**config.mk**
```make
export PLATFORM = sky130hd
export DESIGN_NAME = game369_counter
export DESIGN_NICKNAME = d
export VERILOG_FILES = /design/src/rtl/game369_pkg.sv /design/src/rtl/game369_counter_bcd_digit.sv /design/src/rtl/game369_counter.sv
export SDC_FILE = /design/constraint.sdc
export NUM_CORES = 1
export LEC_CHECK = 0
export CAP_MARGIN = 40
export CORE_MARGIN = 4
export CORE_UTILIZATION = 40
export DETAILED_ROUTE_END_ITERATION = 8
export PLACE_DENSITY = 0.81
export RECOVER_POWER = 25
export SLEW_MARGIN = 20
export SYNTH_ARGS = -nofsm -noshare
export SYNTH_HDL_FRONTEND = slang
export SYNTH_SLANG_ARGS = --single-unit
```
**constraint.sdc**
```tcl
create_clock -name clk -period 1.41 [get_ports clk]
set_clock_uncertainty 0.2 [all_clocks]
set_input_delay 0.2115 -clock clk [delete_from_list [all_inputs] [get_ports clk]]
set_output_delay 0.2115 -clock clk [all_outputs]
set_load 0.05 [all_outputs]
```
**src/rtl/game369_pkg.sv**
```systemverilog
// Shared types, clap digit constants and elaboration-time BCD conversion for the 369 game counter.
package game369_pkg;

  typedef enum logic [1:0] {
    IDLE,
    RUN,
    DONE
  } state_t;

  localparam logic [3:0] CLAP_DIGIT_3 = 4'd3;
  localparam logic [3:0] CLAP_DIGIT_6 = 4'd6;
  localparam logic [3:0] CLAP_DIGIT_9 = 4'd9;

  // Converts a non-negative decimal integer into up to four packed BCD digits.
  function automatic logic [15:0] to_bcd(int value);
    logic [15:0] result;
    int          rest;
    result = '0;
    rest   = value;
    for (int i = 0; i < 4; i++) begin
      result[4*i +: 4] = 4'(rest % 10);
      rest             = rest / 10;
    end
    return result;
  endfunction

endpackage

```
**src/rtl/game369_counter_bcd_digit.sv**
```systemverilog
// One decimal digit of the 369 counter: loadable, wraps 9 -> 0 with carry, flags 3/6/9.
module bcd_digit
  import game369_pkg::*;
(
  input  logic       clk,
  input  logic       reset,
  input  logic       inc,
  input  logic       load,
  input  logic [3:0] load_val,
  output logic [3:0] q,
  output logic       carry_out,
  output logic       is_clap
);

  logic [3:0] digit_q, digit_d;

  // Load takes priority so a round restart never mixes with a pending carry.
  always_comb begin
    digit_d = digit_q;
    if (load) begin
      digit_d = load_val;
    end else if (inc) begin
      digit_d = (digit_q == 4'd9) ? 4'd0 : digit_q + 4'd1;
    end
  end

  always_ff @(posedge clk or posedge reset) begin
    if (reset) begin
      digit_q <= 4'd0;
    end else begin
      digit_q <= digit_d;
    end
  end

  assign q         = digit_q;
  assign carry_out = inc & (digit_q == 4'd9);
  assign is_clap   = (digit_q == CLAP_DIGIT_3) | (digit_q == CLAP_DIGIT_6) |
                     (digit_q == CLAP_DIGIT_9);

endmodule

```
**src/rtl/game369_counter.sv**
```systemverilog
// N-digit BCD 369-game counter with IDLE/RUN/DONE run control and clap decode.
// Optional macro GAME369_MOD3_EN adds clap_mod3 (value divisible by 3) via a residue register.
module game369_counter
  import game369_pkg::*;
#(
  parameter int DIGITS    = 2,
  parameter int MAX_VAL   = 99,
  parameter int START_VAL = 1,
  parameter int WRAP      = 1
) (
  input  logic                           clk,
  input  logic                           reset,
  input  logic                           start,
  input  logic                           step,
  input  logic                           pause,
  output logic [4*DIGITS-1:0]            count_bcd,
  output logic                           clap,
  output logic [$clog2(DIGITS+1)-1:0]    clap_cnt,
  output logic                           wrap,
  output logic                           busy
`ifdef GAME369_MOD3_EN
  ,
  output logic                           clap_mod3
`endif
);

  localparam int CW = $clog2(DIGITS + 1);
  localparam logic [15:0] START_FULL = to_bcd(START_VAL);
  localparam logic [15:0] MAX_FULL   = to_bcd(MAX_VAL);
  localparam logic [4*DIGITS-1:0] START_BCD = START_FULL[4*DIGITS-1:0];
  localparam logic [4*DIGITS-1:0] MAX_BCD   = MAX_FULL[4*DIGITS-1:0];

  if (DIGITS < 1 || DIGITS > 4 || MAX_VAL >= 10**DIGITS || START_VAL > MAX_VAL ||
      START_VAL < 0) begin : g_bad_params
    $error("game369_counter: illegal DIGITS/MAX_VAL/START_VAL combination");
  end

  state_t state_q, state_d;
  logic   wrap_q, wrap_d;
  logic   loadEn, incEn, accept, atMax;
  logic   topCarry;
  logic [DIGITS-1:0] clapVec;

  assign accept = (state_q == RUN) & step & ~pause;
  assign atMax  = (count_bcd == MAX_BCD);

  // Start is only honoured outside RUN; in RUN an accepted step either increments or ends the round.
  always_comb begin
    state_d = state_q;
    wrap_d  = 1'b0;
    loadEn  = 1'b0;
    incEn   = 1'b0;
    case (state_q)
      IDLE, DONE: begin
        if (start) begin
          state_d = RUN;
          loadEn  = 1'b1;
        end
      end
      RUN: begin
        if (accept) begin
          if (!atMax) begin
            incEn = 1'b1;
          end else if (WRAP != 0) begin
            loadEn = 1'b1;
            wrap_d = 1'b1;
          end else begin
            state_d = DONE;
          end
        end
      end
      default: state_d = IDLE;
    endcase
  end

  always_ff @(posedge clk or posedge reset) begin
    if (reset) begin
      state_q <= IDLE;
      wrap_q  <= 1'b0;
    end else begin
      state_q <= state_d;
      wrap_q  <= wrap_d;
    end
  end

  for (genvar i = 0; i < DIGITS; i++) begin : g_digit
    logic digInc, digCarry;
    if (i == 0) begin : g_lsd
      assign digInc = incEn;
    end else begin : g_upper
      assign digInc = g_digit[i-1].digCarry;
    end
    bcd_digit u_digit (
      .clk      (clk),
      .reset    (reset),
      .inc      (digInc),
      .load     (loadEn),
      .load_val (START_BCD[4*i +: 4]),
      .q        (count_bcd[4*i +: 4]),
      .carry_out(digCarry),
      .is_clap  (clapVec[i])
    );
  end

  // The MAX_VAL compare stops increments before the top digit could ever carry out.
  assign topCarry = g_digit[DIGITS-1].digCarry;
  assert property (@(posedge clk) disable iff (reset) !topCarry);

  always_comb begin
    clap_cnt = '0;
    for (int i = 0; i < DIGITS; i++) begin
      clap_cnt = clap_cnt + CW'(clapVec[i]);
    end
  end

  assign wrap = wrap_q;
  assign busy = (state_q == RUN);

`ifdef GAME369_MOD3_EN
  localparam logic [1:0] START_RES = 2'(START_VAL % 3);
  logic [1:0] res_q, res_d;

  // Residue tracks value mod 3 alongside the digits, so no divider is needed.
  always_comb begin
    res_d = res_q;
    if (loadEn) begin
      res_d = START_RES;
    end else if (incEn) begin
      res_d = (res_q == 2'd2) ? 2'd0 : res_q + 2'd1;
    end
  end

  always_ff @(posedge clk or posedge reset) begin
    if (reset) begin
      res_q <= 2'd0;
    end else begin
      res_q <= res_d;
    end
  end

  assign clap_mod3 = (state_q != IDLE) && (res_q == 2'd0);
  assign clap      = (|clapVec) | clap_mod3;
`else
  assign clap = |clapVec;
`endif

endmodule

```
==> summary.txt <==
Outcome
  – Status: finished with violations
  – Violated checks: setup timing

Critical path
  – CP required: 1000 ps
  – Max FO, Critical Path: 3
  – R2r setup slk: -390 ps
  – Worst Setup Path Type: reg2out
  – Worst path arrival time: 1570 ps
  – RR Endpoint: g_digit[1].u_digit.q[1]
  – Crit. End Element: output port
  – Worst R2R Path Depth: 7
  – Crit start category: flop
  – RR Startpoint: g_digit[0].u_digit.q[2]

Layout
  – Layout Cell Area excl Fill: 0.00144 sq mm
  – Final Non-Filler Cells: 132
  – Share of layout cells above drive strength 1: 70.7%
  – # diodes: 0
  – Synth-to-Final Area Change: 122%
  – Final #Nets: 124
  – Filler cell count: 39

Yosys
  – Top cells by area, synth: dfrtp_1 (39%), inv_1 (4.0%), a21oi_1 (3.9%), ha_1 (3.9%), nand4bb_1 (3.5%)
  – Number of synthesized flops with an enable pin: 0
  – Main synth FF type: dfrtp_1
  – Register area share after synthesis: 38.5%
  – Yosys top cell area share: 38.5%
  – Mapped Nets: 74
  – Cell Area, Synth: 649 sq um
  – Area leader, netlist: dfrtp_1
  – Asr flop ratio synth: 100%
  – Post-synthesis cell count: 67
  – Distinct cells, synth: 35
  – Yosys warnings: 0
  – FF+latch count, synth: 10
  – Syn Area/Cell: 9.69 sq um

Floorplan
  – Die Ht: 48.3 um
  – Starting Density: 42.6%
  – Die Footprint: 0.00233 sq mm
  – Row cnt: 14
  – Core box area: 0.00152 sq mm
  – I/O pins: 18
  – Die Width: 48.3 um

STA
  – RSZ-0062 raised after global routing: yes
  – Final setup fails: 19
  – Max Slew Vio Count: 0
  – Relative slew slack: 72.3%
  – Final period util: 140%
  – Min Tclk post-route: 1980 ps
  – Fmax: 505 MHz
  – Actual slew at the worst max-slew pin: 416 ps
  – Setup WS post-layout: -569 ps
  – Final hold vios: 0

Power
  – NetSw: 0.00182 W
  – Internal power: 0.00209 W
  – P_leak: 0.604 nW
  – P per Cell Area: 2710 mW/mm^2
  – Switch share: 46.6%
  – Combinational share of power: 79.4%
  – Clk pwr share: 7.1%
  – Peak VDD IR: 1.99 mV
  – Part of the power in registers: 13.5%

Route
  – Vias per inst: 6.45
  – WL final: 3140 um
  – Number of DRC markers in iteration 0: 44
  – DRC Markers: 0
  – First-pass DRT Iterations: 4
  – WL per Instance: 23.8 um
  – Total number of vias: 851
  – Routed Antenna Nets: 0

CTS
  – H-Tree Depth: 1
  – CTS Root Cell: clkbuf_4
  – TritonCTS sink count: 10
  – CTS tree: yes
  – Clock transition at path regs: 80 ps
  – Clock buffer count from CTS: 3
  – Clock latency on the worst-skew pair: 290 ps
  – Clk buf depth: 2

GRT
  – Initial antenna violation count: 0
  – First-pass GRT wire length: 3660 um
  – Largest net degree at the start of global routing: 11
  – Gr ovfl total: 0
  – Total track usage: 24.4%
  – Vias in the first global route: 759

Min path
  – Worst min-delay path category: in2async

Place
  – Gpl congestion: 0.861
  – Final HPWL from detailed placement: 1540 um
  – Placement Setup Slack: -348 ps
  – Area after DPL: 0.00115 sq mm
  – I/O Buffers: 17
  – Placed cell count: 118

Job
  – Maxcap violations: 0
## how the worst max path moves through the flow
stage	endpoint	slack, ps	depth (start not counted)	from
after floorplan	clap	-510	5	g_digit[0].u_digit.q[1]
after global placement	clap_cnt[0]	-310	4	g_digit[0].u_digit.q[2]
after detailed placement	g_digit[1].u_digit.q[0]	-350	4	pause
after CTS	clap_cnt[0]	-540	4	g_digit[0].u_digit.q[0]
after global routing	clap_cnt[0]	-610	4	g_digit[0].u_digit.q[2]
final	clap_cnt[1]	-570	5	g_digit[0].u_digit.q[0]
## per-stage QoR
stage / hold slack [ps] / utilization, % / total power, W / setup TNS, ps
global placement: 310 / 75.7 / 0.00278 / -2650
floorplan: -149 / - / 0.00167 / -2520
detailed placement: 345 / 75.7 / 0.00286 / -3230
global route: 180 / 94.5 / 0.00404 / -5110
CTS: 39.4 / 86.3 / 0.00348 / -2960
finish: 152 / 94.5 / 0.00390 / -4470
## power by group through the flow
| stage | clock [W] | combinational [W] | sequential, W |
|---|---|---|---|
| floorplan | 0 | 0.000787 | 0.000885 |
| global placement | 0 | 0.00229 | 0.000490 |
| detailed placement | 0 | 0.00236 | 0.000498 |
| CTS | 0.000276 | 0.00270 | 0.000498 |
| global route | 0.000296 | 0.00321 | 0.000535 |
| finish | 0.000277 | 0.00310 | 0.000526 |
## cell usage after synthesis, drive strengths merged, types with 2 or more instances
cell type   n
or3         2
a21oi       5
nand4       3
and4b       2
o21ai       3
nand4b      2
buf         2
inv         7
nor2b       2
nand4bb     2
nand2b      3
nand3b      2
ha          2
nand2       2
dfrtp      10
## cells in the final DEF, fill, tap and decap left out, types with 2 or more instances in the layout
cell,count
ha_4,2
a21oi_2,4
clkbuf_4,3
buf_4,17
o21ai_0,2
dfrtp_2,9
nand4_1,3
nand2b_1,3
nand4bb_1,2
buf_6,13
inv_1,5
inv_2,2
buf_12,14
clkdlybuf4s50_1,3
nand4b_1,2
## layer usage
metal  global-route usage [%]  part of all wire (%)  up-vias
met2                     41.1                    49       74
met4                     13.4                   6.6        0
li1                         -                     -      347
met5                        0                     0        -
met1                     26.6                    35      400
met3                     8.12                   9.5       30
## cell families after synthesis
logic type	share of synthesized area (%)
compound gates	17.5
xor+xnor	2.70
fa+ha+maj	3.85
buf+inv	7.13
flops	38.5
mux	1.54
simple gates	28.7
## cell type report
cell class              instances  area, sq um  area share (%)
multi-input cells              47          502            34.8
repair buffers                 48          594            41.3
inverters                       7         26.3            1.82
clock buffers                   4         36.3            2.52
well taps                      16         20.0            1.39
flip-flops and latches         10          262            18.2
## repair_timing
action	in CTS	in global routing
setup buffers	5	7
pin swaps	6	10
setup endpoints to repair	19	21
gates cloned	0	0
gates resized for setup	20	16
hold buffers	0	0
endpoints found under the hold margin	0	0
## state kept, by name (all words and copies together), names as in the netlist
name,cells
wrap,1
state_q,1
g_digit.u_digit.q,8
## critical path, cell delays in order (launching register included)
cell,delay (ps)
dfrtp_2,430
and4bb_2,270
a31oi_4,190
inv_2,70
ha_4,170
buf_12,140
(Power assumes the default switching activity.)
